[src/rtl/pipelined_adder_sub.sv]
// Segmented, pipelined add/subtract unit with a valid/ready handshake.
// Each stage adds one SEG-bit slice; the final stage register drives the outputs.
module pipelined_adder_sub #(
    parameter int WIDTH  = 32,
    parameter int STAGES = 2
) (
    input  logic             clock,
    input  logic             reset,
    input  logic             in_valid,
    output logic             in_ready,
    input  logic [WIDTH-1:0] in_1,
    input  logic [WIDTH-1:0] in_2,
    input  logic             in_carry,
    input  logic             op_sub,
    output logic             out_valid,
    input  logic             out_ready,
    output logic [WIDTH:0]   out_sum,
    output logic             out_overflow
);

    localparam int SEG  = WIDTH / STAGES;
    localparam int LAST = STAGES - 1;

    // One pipeline slot: operands travel whole so the sign bits reach the last stage.
    typedef struct packed {
        logic             valid;
        logic [WIDTH-1:0] a;
        logic [WIDTH-1:0] b;
        logic [WIDTH-1:0] sum;
        logic             carry;
    } slot_t;

    if (STAGES < 1 || STAGES > 8 || (WIDTH % STAGES) != 0) begin : g_param_check
        $error("pipelined_adder_sub: STAGES must be 1..8 and divide WIDTH");
    end

    slot_t entry;
    slot_t pipe [STAGES];
    slot_t nxt  [STAGES];
    logic  en;

    assign en       = !out_valid || out_ready;
    assign in_ready = en;

    // Subtraction is A + ~B + 1, so carry-in is forced high and in_carry is ignored.
    always_comb begin
        entry.valid = in_valid;
        entry.a     = in_1;
        entry.b     = op_sub ? ~in_2 : in_2;
        entry.sum   = '0;
        entry.carry = op_sub | in_carry;
    end

    for (genvar k = 0; k < STAGES; k++) begin : g_stage
        localparam int LO = k * SEG;
        slot_t          src;
        slot_t          res;
        logic [SEG:0]   seg_sum;

        if (k == 0) begin : g_first
            assign src = entry;
        end else begin : g_next
            assign src = pipe[k-1];
        end

        assign seg_sum = {1'b0, src.a[LO +: SEG]} + {1'b0, src.b[LO +: SEG]}
                       + {{SEG{1'b0}}, src.carry};

        // NOTE: res takes src as a full default before the slice update, so no latch is inferred.
        always_comb begin
            res                = src;
            res.sum[LO +: SEG] = seg_sum[SEG-1:0];
            res.carry          = seg_sum[SEG];
        end

        assign nxt[k] = res;
    end

    // NOTE: data registers are reset along with valid bits so out_sum reads 0 after reset.
    always_ff @(posedge clock or negedge reset) begin
        if (!reset) begin
            for (int k = 0; k < STAGES; k++) pipe[k] <= '0;
        end else if (en) begin
            for (int k = 0; k < LAST; k++) pipe[k] <= nxt[k];
            // Output data only moves on a valid result; bubbles just clear out_valid.
            if (nxt[LAST].valid) pipe[LAST] <= nxt[LAST];
            else                 pipe[LAST].valid <= 1'b0;
        end
    end

    assign out_valid    = pipe[LAST].valid;
    assign out_sum      = {pipe[LAST].carry, pipe[LAST].sum};
    assign out_overflow = (pipe[LAST].a[WIDTH-1] == pipe[LAST].b[WIDTH-1])
                       && (pipe[LAST].sum[WIDTH-1] != pipe[LAST].a[WIDTH-1]);

endmodule

[config.mk]
export PLATFORM = sky130hd
export DESIGN_NAME = pipelined_adder_sub
export DESIGN_NICKNAME = d
export VERILOG_FILES = /design/src/rtl/pipelined_adder_sub.sv
export SDC_FILE = /design/constraint.sdc
export NUM_CORES = 1
export LEC_CHECK = 0
export ABC_AREA = 1
export CORE_MARGIN = 2
export CORE_UTILIZATION = 40
export CTS_BUF_LIST = sky130_fd_sc_hd__clkbuf_16
export CTS_CLUSTER_SIZE = 16
export DETAILED_ROUTE_END_ITERATION = 16
export GPL_ROUTABILITY_DRIVEN = 0
export PLACE_DENSITY_LB_ADDON = 0.12
export SLEW_MARGIN = 10
export SYNTH_ARGS = -nofsm -noshare
export SYNTH_HDL_FRONTEND = slang
export SYNTH_SLANG_ARGS = --single-unit
[constraint.sdc]
create_clock -name clock -period 3.6 [get_ports clock]
set_clock_uncertainty 0.15 [all_clocks]
set_input_delay 0.72 -clock clock [delete_from_list [all_inputs] [get_ports clock]]
set_output_delay 0.72 -clock clock [all_outputs]
set_load 0.01 [all_outputs]
Word-level counts from Yosys, hierarchy flattened
Index checks and enable logic that the tools add are counted.
{"block": "classes", "bitwise_logic": 2, "eq_ne": 2, "add_sub_neg": 4, "n_reduce_logical": 4, "n_mux": 2}
{"op": "$add A16 B16 Y17", "n": 2}
{"op": "$add A17 B1 Y17", "n": 2}
{"op": "$mux W32", "n": 1}
{"op": "$not A32 Y32", "n": 1}
{"op": "$reduce_and A2 Y1", "n": 1}
{"op": "$eq A1 B1 Y1", "n": 1}
{"op": "$logic_and A1 B1 Y1", "n": 1}
{"op": "$logic_not A1 Y1", "n": 1}
{"op": "$logic_or A1 B1 Y1", "n": 1}
{"op": "$mux W1", "n": 1}
{"op": "$ne A1 B1 Y1", "n": 1}
{"op": "$or A1 B1 Y1", "n": 1}
{"block": "word_totals", "out_inout_bits": 36, "inputBits": 70, "reg_bits": 180}

Longest topological paths before layout
Gate-level depths: netlist of the first run.
{"block": "depth", "word_depth": 4, "ltp_mapped": 14}

Least setup slack after synthesis of the first run
OpenSTA, ideal clock, no wires.
{"block": "synth_path", "path_kind": "input to register", "start": "in op_sub", "end": "reg pipe, in the netlist g_stage[1].res[7]", "t_required_ns": 3.316, "setup_slack_ns": 0.735, "arrival_ns": 2.581, "path_stages": 12, "cell_sequence": "buf_2 -> buf_4 -> or2_2 -> fa_1 -> inv_1 -> fa_1 -> inv_1 -> nand2_1 -> nand3_1 -> or2_2 -> nand3_1 -> o21ai_0"}
{"block": "synth_between", "elab_chain_cells": 3, "word_cells_on_any_way": 4, "cone_classes": "add/sub: 2; mux: 1; bitwise: 1"}
{"element": "from (decl)", "line_no": "14", "source": "input logic op_sub,"}
{"element": "$mux W32", "line_no": "49", "source": "entry.b = op_sub ? ~in_2 : in_2;"}
{"element": "$add A16 B16 Y17", "line_no": "66", "source": "assign seg_sum = {1'b0, src.a[LO +: SEG]} + {1'b0, src.b[LO +: SEG]}"}
{"element": "$add A17 B1 Y17 (*)", "line_no": "67", "source": "+ {{SEG{1'b0}}, src.carry};"}
{"element": "to (signal, indexed assignment)", "line_no": "86", "source": "if (nxt[LAST].valid) pipe[LAST] <= nxt[LAST];"}
{"element": "to (decl)", "line_no": "38", "source": "slot_t pipe [STAGES];"}
Every way passes the cells marked *; elsewhere a longest branch is shown, timed or not.
A chain may end at the register's enable or synchronous reset.

Final worst setup path of the first run
{"block": "layout_path", "start": "in out_ready", "end": "out in_ready"}
{"block": "layout_between", "elab_chain_cells": 1}
{"element": "from (decl)", "line_no": "16", "source": "input logic out_ready,"}
{"element": "$logic_or A1 B1 Y1", "line_no": "42", "source": "assign en = !out_valid || out_ready;"}
{"element": "to (decl)", "line_no": "10", "source": "output logic in_ready,"}
Every way passes these cells.

==> results of run 1 <==
synth_stat cells (all sizes together):
cell type | count | area [µm²]
nand2 | 319 | 1200
inv | 94 | 353
dfrtp | 86 | 2150
nand3 | 43 | 215
buf | 42 | 300
o21ai | 37 | 185
nor2 | 35 | 146
ha | 30 | 375
xnor2 | 19 | 166
a21oi | 18 | 90.1
xor2 | 16 | 140
clkbuf | 11 | 41.3
or2 | 9 | 56.3
nor3 | 6 | 30.0
fa | 4 | 80.1
nand3b | 4 | 30.0
nand4 | 3 | 18.8
a31oi | 2 | 12.5
and2 | 2 | 15.0
o22ai | 2 | 12.5
final timing paths:
path	cells after the start	end	start	slack, ns
worst max-delay path	4	in_ready	out_ready	0.77
worst min-delay path	2	out_sum[29]$_DFFE_PN0P_	out_sum[29]$_DFFE_PN0P_	0.33
worst max register to register	9	out_sum[22]$_DFFE_PN0P_	g_stage[1].src[0]$_DFFE_PN0N_	1.21
worst min register to register	2	out_sum[29]$_DFFE_PN0P_	out_sum[29]$_DFFE_PN0P_	0.33
max in group asynchronous	2	out_sum[18]$_DFFE_PN0P_	reset	2.25
min in group asynchronous	1	pipe[96]$_DFFE_PN0P_	reset	0.38
stage by stage:
stage	worst slack [ns]	std cells
2_1_floorplan	0.735	782
3_3_place_gp	0.580	1021
3_5_place_dp	0.535	1021
4_1_cts	0.768	1037
5_1_grt	0.654	1037
6_report	0.771	1037
routing by layer:
| layer | global-route usage | up-vias |
|---|---|---|
| li1 | - | 2510 |
| met1 | 0.225 | 2209 |
| met2 | 0.324 | 79 |
| met3 | 0.0344 | 14 |
| met4 | 0.0503 | 0 |
| met5 | 0 | - |
sequential cells by signal, summed over array words and instances, names as in the netlist:
name and flops:
out_sum 33, g_stage.res 49, g_stage.src 1, out_valid 1, pipe 2
worst max-delay path: stages:
cell	delay, ns
clkdlybuf4s50_1	0.55
nor2_4	0.08
inv_2	0.07
clkdlybuf4s50_1	0.54
cell families (layout without fill, tap and decap cells):
group           Yosys count  count (layout)  synth area share
buf+inv                 147             222             0.123
xor+xnor                 35              35            0.0545
compound gates           59              59            0.0534
flops                    86              86             0.383
fa+ha+maj                34              34            0.0810
simple gates            421             421             0.305
cell type report:
| cell class | instances | share of cell area |
|---|---|---|
| clock buffer | 9 | 0.0325 |
| inverter | 94 | 0.0509 |
| sequential | 86 | 0.311 |
| timing repair buffer | 112 | 0.158 |
| multi-input combinational | 549 | 0.401 |
| tap | 180 | 0.0325 |
| clock inverter | 7 | 0.0141 |
power by group:
| part | leakage [µW] | internal, µW | switching, µW |
|---|---|---|---|
| Combinational | 0.00241 | 737 | 832 |
| Clock | 0.000154 | 610 | 392 |
| Sequential | 0.00104 | 1240 | 169 |
| Total | 0.00360 | 2590 | 1390 |
==> impl_metrics.yaml, run 1 <==
placement:
  portBuffers: 105
  dpl.hpwl_mm: 9.71
  placed_area_um2: 6600
logic_synthesis:
  synth.cell_area_um2: 5620
  synthesis.nets: 886
  synth_cell_types: 28
  yosys_warnings: 0
  ys_seq_area_frac: 0.383
  avgSynthCellArea_um2: 7.19
  ys_ff_latch: 86
  synthCells: 782
job:
  drv_cap: 0
timing:
  hold_violations: 0
  timing.slew.headroom: 0.374
  drv_slew: 0
  rsz0062_at_grt: "no"
  whs_ns: 0.328
  finalCritPeriodShare: 0.786
  min_period_ns: 2.83
  max_freq_mhz: 353
  report.final.setup_viol: 0
  tns_ns: 0
  tightestPinTransition_ns: 0.939
power:
  irDropWorstVdd_v: 0.000244
  p_leak_uw: 0.00360
  power_uw: 3980
  power_density_nw_per_um2: 575
layout:
  final_common_cell: "nand2_1"
  finalNetCount: 956
  regArea_um2: 2150
  fin_area_um2: 6930
  multi_input_area_um2: 2780
  layout-drive-gt1-share: 0.0408
  n_antenna_cell: 0
  final_cell_mix: "nand2_1, clkdlybuf4s50_1, inv_1"
  syn2layout_area_growth_pct: 23.2
  fill_cells: 1405
  postLayoutCoreUtil: 0.501
die:
  start_util: 0.407
  dieArea_um2: 15000
  io_pins: 106
  core_area_um2: 13800
  dieHeight_um: 123
  placementRows: 43
  fp.dieW_um: 123
global_route:
  grt_first_pass_wirelength_mm: 21.6
  overflow: 0
  antenna_found_initial: 0
  grtUsageTotal: 0.182
  grt_max_degree: 75
  grt_pass1_vias: 4726
detailed_routing:
  route.met2.wl_mm: 6.53
  post_drt_wl_per_cell_um: 12.3
  top_layer: "met4"
  dr.pass1.iters: 4
  ant_nets: 0
  remaining_drc_errors: 0
  totalWireLength_mm: 12.8
  drt_iter0_drc: 193
  vias: 4812
  met3_wirelength_um: 445
  via_per_inst: 4.64
  wl_met1_mm: 5.69
setup_path:
  critPathKind: "input pin to primary output"
  crit_required_ns: 2.73
  start_kind: "input pin"
  endpoint_kind: "primary output"
  cp_max_fo: 3
  critPathArrivalTime_ns: 1.96
run_status:
  outcome: "finished, final reports clean"
hold_path:
  hold_path.class: "flip-flop to flip-flop"
clock_tree:
  cts_made_buffers: 9
  cts_setup_buffers: 0
  cts-htree-levels: 3
  cts_resized: 0
  postCtsHoldBufs: 0
  cts-root-buf: "clkbuf_16"
  cts.sink_count: 86
  clk_latency_ns: 0.35
  path_clk_slew_ns: 0.06
  clock_path_buffers: 2
  cts_tree: "built"
Note: power is estimated with default switching activity, not from simulation.
==> run 2, diff against run 1 <==
==> constraint.sdc (replaced) <==
create_clock -name clock -period 2.7 [get_ports clock]
set_clock_uncertainty 0.15 [all_clocks]
set_input_delay 0.54 -clock clock [delete_from_list [all_inputs] [get_ports clock]]
set_output_delay 0.54 -clock clock [all_outputs]
set_load 0.01 [all_outputs]
==> run 2 against run 1 <==
Compared with the run above: first-iteration DRC count is 2.1% higher; sequential cell count stayed put; power is 31% higher; die area stayed put; largest cell class unchanged; clock-buffer cell count stayed put; largest power group unchanged; critical path depth stayed put; worst setup slack worse by 0.53 ns; via count is 0.98% higher; critical endpoint unchanged; sequential power is 34% higher; wire length is 0.73% lower.
==> impl_metrics.yaml, run 2 (synthesized netlist as in run 1, its figures left out) <==
run_status:
  outcome: "finished, final reports clean"
setup_path:
  endpoint_kind: "primary output"
  critPathArrivalTime_ns: 1.77
  start_kind: "input pin"
  worstSetupStartpoint: "out_ready"
  critPathKind: "input pin to primary output"
  r2r_slack_ns: 0.35
  cp_max_fo: 2
  reg2reg_from: "g_stage[1].src[0]$_DFFE_PN0N_"
  crit_end: "in_ready"
  reg2reg_depth: 9
  crit_required_ns: 2.01
  reg2reg_to: "out_sum[22]$_DFFE_PN0P_"
detailed_routing:
  totalWireLength_mm: 12.7
  ant_nets: 0
  drt_iter0_drc: 197
  via_per_inst: 4.67
  remaining_drc_errors: 0
  dr.pass1.iters: 4
  vias: 4859
  post_drt_wl_per_cell_um: 12.2
placement:
  portBuffers: 105
  dp_slack_ns: -0.163
  dpl.hpwl_mm: 9.88
timing:
  report.final.setup_viol: 0
  tightestPinTransition_ns: 0.516
  whs_ns: 0.0236
  finalCritPeriodShare: 0.911
  drv_slew: 0
  hold_violations: 0
  layout_setup_ws_ns: 0.240
  min_period_ns: 2.46
  timing.slew.headroom: 0.656
  max_freq_mhz: 407
power:
  p_leak_uw: 0.00362
  power_density_nw_per_um2: 751
  irDropWorstVdd_v: 0.000367
  power_uw: 5240
die:
  dieArea_um2: 15000
  core_area_um2: 13800
  start_util: 0.407
  dieHeight_um: 123
  io_pins: 106
  fp.dieW_um: 123
  placementRows: 43
clock_tree:
  clock_path_buffers: 2
  cts.sink_count: 86
  cts_setup_buffers: 0
  path_clk_slew_ns: 0.07
  clk_latency_ns: 0.34
  cts_made_buffers: 9
  cts-htree-levels: 3
  cts_tree: "built"
  cts-root-buf: "clkbuf_16"
global_route:
  use_met1: 0.213
  top_usage_layer: "met2"
  grt.met3_usage: 0.0209
  overflow: 0
  grtUsageTotal: 0.182
  grt_first_pass_wirelength_mm: 21.6
  grt_max_degree: 49
  grt_pass1_vias: 4762
  grt_util_met2: 0.334
  antenna_found_initial: 0
job:
  drv_cap: 0
layout:
  multi_input_area_um2: 2780
  final_common_cell: "nand2_1"
  largest_register_ffs: 49
  layout-drive-gt1-share: 0.0465
  final_cell_mix: "nand2_1, clkdlybuf4s50_1, inv_1"
  postLayoutCoreUtil: 0.504
  regArea_um2: 2150
  syn2layout_area_growth_pct: 24.0
  finalNetCount: 960
  n_antenna_cell: 0
  fill_cells: 1386
hold_path:
  hold_path.class: "input pin to async pin"
## run 2: final cells by class
class,count,share of cell area
repair buffers,116,0.167
flip-flops and latches,86,0.309
clock buffers,9,0.0323
clock inverters,7,0.0106
inverters,94,0.0506
multi-input cells,549,0.399
well taps,180,0.0323
## run 2: worst max-delay path: stages
cell,delay [ns]
clkdlybuf4s50_1,0.56
nor2_4,0.06
inv_2,0.07
clkdlybuf4s50_1,0.54
## run 2: where the power goes
part,total (µW),switching (µW),internal [µW]
combinational,2100,1100,1010
sequential,1890,233,1660
clock,1240,522,718
## run 2: worst min path at each step
| stage | startpoint | endpoint | cells past startpoint |
|---|---|---|---|
| 2_1_floorplan | reset | g_stage[1].res[10]$_DFFE_PN0N_ | 0 |
| 3_3_place_gp | out_sum[11]$_DFFE_PN0P_ | out_sum[11]$_DFFE_PN0P_ | 2 |
| 3_5_place_dp | out_sum[1]$_DFFE_PN0P_ | out_sum[1]$_DFFE_PN0P_ | 2 |
| 4_1_cts | reset | pipe[96]$_DFFE_PN0P_ | 1 |
| 5_1_grt | reset | pipe[96]$_DFFE_PN0P_ | 1 |
| 6_report | reset | out_sum[30]$_DFFE_PN0P_ | 1 |
## run 2: routing by layer
metal,part of all wire,vias to the layer above
met1,0.43,2246
met3,0.029,14
met4,0.021,0
met5,0,-
li1,-,2522
met2,0.52,77
## run 2: what timing repair did
action                     4_1_cts  5_1_grt
setup endpoints to repair        0        3
resized for setup                0        1
hold buffers                     0        0
## run 2: metrics by stage
step	instance area (µm²)	std cells	setup TNS (ns)
final	6970	1041	0
after global routing	6970	1041	-0.00835
after CTS	6970	1041	0
after detailed placement	6670	1025	-0.726
after global placement	6670	1025	-0.433
after floorplan	5620	782	0
==> run 3, diff against run 2 <==
--- a/config.mk
+++ b/config.mk
@@ -8,7 +8,7 @@
 export ABC_AREA = 1
 export CORE_MARGIN = 2
 export CORE_UTILIZATION = 40
-export CTS_BUF_LIST = sky130_fd_sc_hd__clkbuf_16
+export CTS_BUF_LIST = sky130_fd_sc_hd__clkbuf_2
 export CTS_CLUSTER_SIZE = 16
 export DETAILED_ROUTE_END_ITERATION = 16
 export GPL_ROUTABILITY_DRIVEN = 0
==> run 3 against run 2 <==
Compared with the run above: sequential cell count unchanged; via count down 0.93%; sequential share of layout area up 0.78 points; critical path type is now flip-flop to primary output; highest routed layer unchanged; worst setup slack worse by 0.078 ns; largest power group unchanged; non-clock buffer count grew 1; utilization shrank 1.2 points; worst hold slack improved by 0.28 ns; first-iteration DRC count decreased by 7.1%.
==> impl_metrics.yaml, run 3 (synthesized netlist as in run 1, its figures left out) <==
run_status:
  outcome: "finished, final reports clean"
clock_tree:
  clk_latency_ns: 0.55
  clock_path_buffers: 2
  cts_setup_buffers: 0
  cts_made_buffers: 9
  cts_tree: "built"
  path_clk_slew_ns: 0.27
  cts-htree-levels: 3
  cts_resized: 0
  cts-root-buf: "clkbuf_2"
  postCtsHoldBufs: 1
  cts.sink_count: 86
hold_path:
  hold_path.class: "input pin to async pin"
timing:
  timing.slew.headroom: 0.658
  tightestPinTransition_ns: 0.513
  min_period_ns: 2.54
  drv_slew: 0
  report.final.setup_viol: 0
  rsz0062_at_grt: "no"
  hold_violations: 0
  tns_ns: 0
  finalCritPeriodShare: 0.940
  max_freq_mhz: 394
power:
  irDropWorstVdd_v: 0.000230
  power_density_nw_per_um2: 686
  p_leak_uw: 0.00355
global_route:
  antenna_found_initial: 0
  overflow: 0
  grtUsageTotal: 0.179
  grt_max_degree: 49
  grt_pass1_vias: 4783
  grt_first_pass_wirelength_mm: 21.5
layout:
  syn2layout_area_growth_pct: 21.0
  postLayoutCoreUtil: 0.492
  finalNetCount: 961
  fill_cells: 1406
  layout-drive-gt1-share: 0.0452
  final_cell_mix: "nand2_1, clkdlybuf4s50_1, inv_1"
  largest_register_ffs: 49
  final_common_cell: "nand2_1"
setup_path:
  reg2reg_from: "g_stage[1].src[0]$_DFFE_PN0N_"
  cp_max_fo: 3
  endpoint_kind: "primary output"
  critPathKind: "flip-flop to primary output"
  crit_required_ns: 2.01
  start_kind: "flip-flop"
  worstSetupStartpoint: "pipe[96]$_DFFE_PN0P_"
  critPathArrivalTime_ns: 1.85
detailed_routing:
  post_drt_wl_per_cell_um: 12.2
  ant_nets: 0
  dr.pass1.iters: 4
  vias: 4814
  via_per_inst: 4.62
  remaining_drc_errors: 0
  totalWireLength_mm: 12.7
  drt_iter0_drc: 183
job:
  drv_cap: 0
die:
  io_pins: 106
  dieHeight_um: 123
  fp.dieW_um: 123
  dieArea_um2: 15000
  start_util: 0.407
  placementRows: 43
  core_area_um2: 13800
placement:
  portBuffers: 105
  dpl.hpwl_mm: 9.88
==> run 3: cell count changes in the layout (fill, tap and decap cells not counted), sizes merged <==
cell         change
dlygate4sd3      +1
diode            +1
==> run 3: through the flow <==
| step | cells | instance area, µm² | setup slack [ns] | hold slack, ns | total power, µW |
|---|---|---|---|---|---|
| 3_3_place_gp | 1025 | 6670 | -0.127 | 0.308 | 4010 |
| 2_1_floorplan | 782 | 5620 | 0.0153 | 0.0944 | 3380 |
| 6_report | 1043 | 6800 | 0.162 | 0.307 | 4670 |
| 4_1_cts | 1042 | 6800 | 0.0906 | 0.279 | 4750 |
| 5_1_grt | 1042 | 6800 | 0.0108 | 0.290 | 5090 |
| 3_5_place_dp | 1025 | 6670 | -0.163 | 0.317 | 4050 |
==> run 3: where the power goes <==
part	internal [µW]	leakage [µW]	switching, µW
logic	1010	0.00245	1100
registers	1650	0.00104	233
clock network	214	0.0000622	468
total	2870	0.00355	1800
==> run 3: final timing paths <==
path / to / slack (ns) / depth (start not counted)
min in group clock: g_stage[1].res[90]$_DFFE_PN0N_ / 0.35 / 3
max: out_overflow / 0.16 / 4
max reg2reg: out_sum[22]$_DFFE_PN0P_ / 0.35 / 9
min: pipe[96]$_DFFE_PN0P_ / 0.31 / 2
max in group asynchronous: g_stage[1].res[9]$_DFFE_PN0N_ / 1.43 / 3
min reg2reg: out_sum[11]$_DFFE_PN0P_ / 0.36 / 2
==> run 3: area by class of cell <==
class	instances	area, µm²	area share
Inverter	94	353	0.0519
Multi-Input combinational cell	549	2780	0.408
Sequential cell	86	2150	0.316
Clock buffer	9	45.0	0.00662
Tap cell	180	225	0.0331
Antenna cell	1	2.50	0.000368
Clock inverter	7	73.8	0.0109
Timing Repair Buffer	117	1170	0.173
==> run 3: per-layer routing <==
layer  wire length, µm  global-route usage  vias up
met4               286              0.0639        0
met2              6480               0.328       84
met1              5510               0.212     2194
met5                 0                   0        -
li1                  -                   -     2518
met3               427              0.0256       18
==> run 3: worst max-delay path, stage by stage, from the launching register on <==
cell	delay (ns)
dfrtp_1	0.46
nor2_1	0.13
nor2_1	0.05
a21oi_1	0.11
clkdlybuf4s50_1	0.55
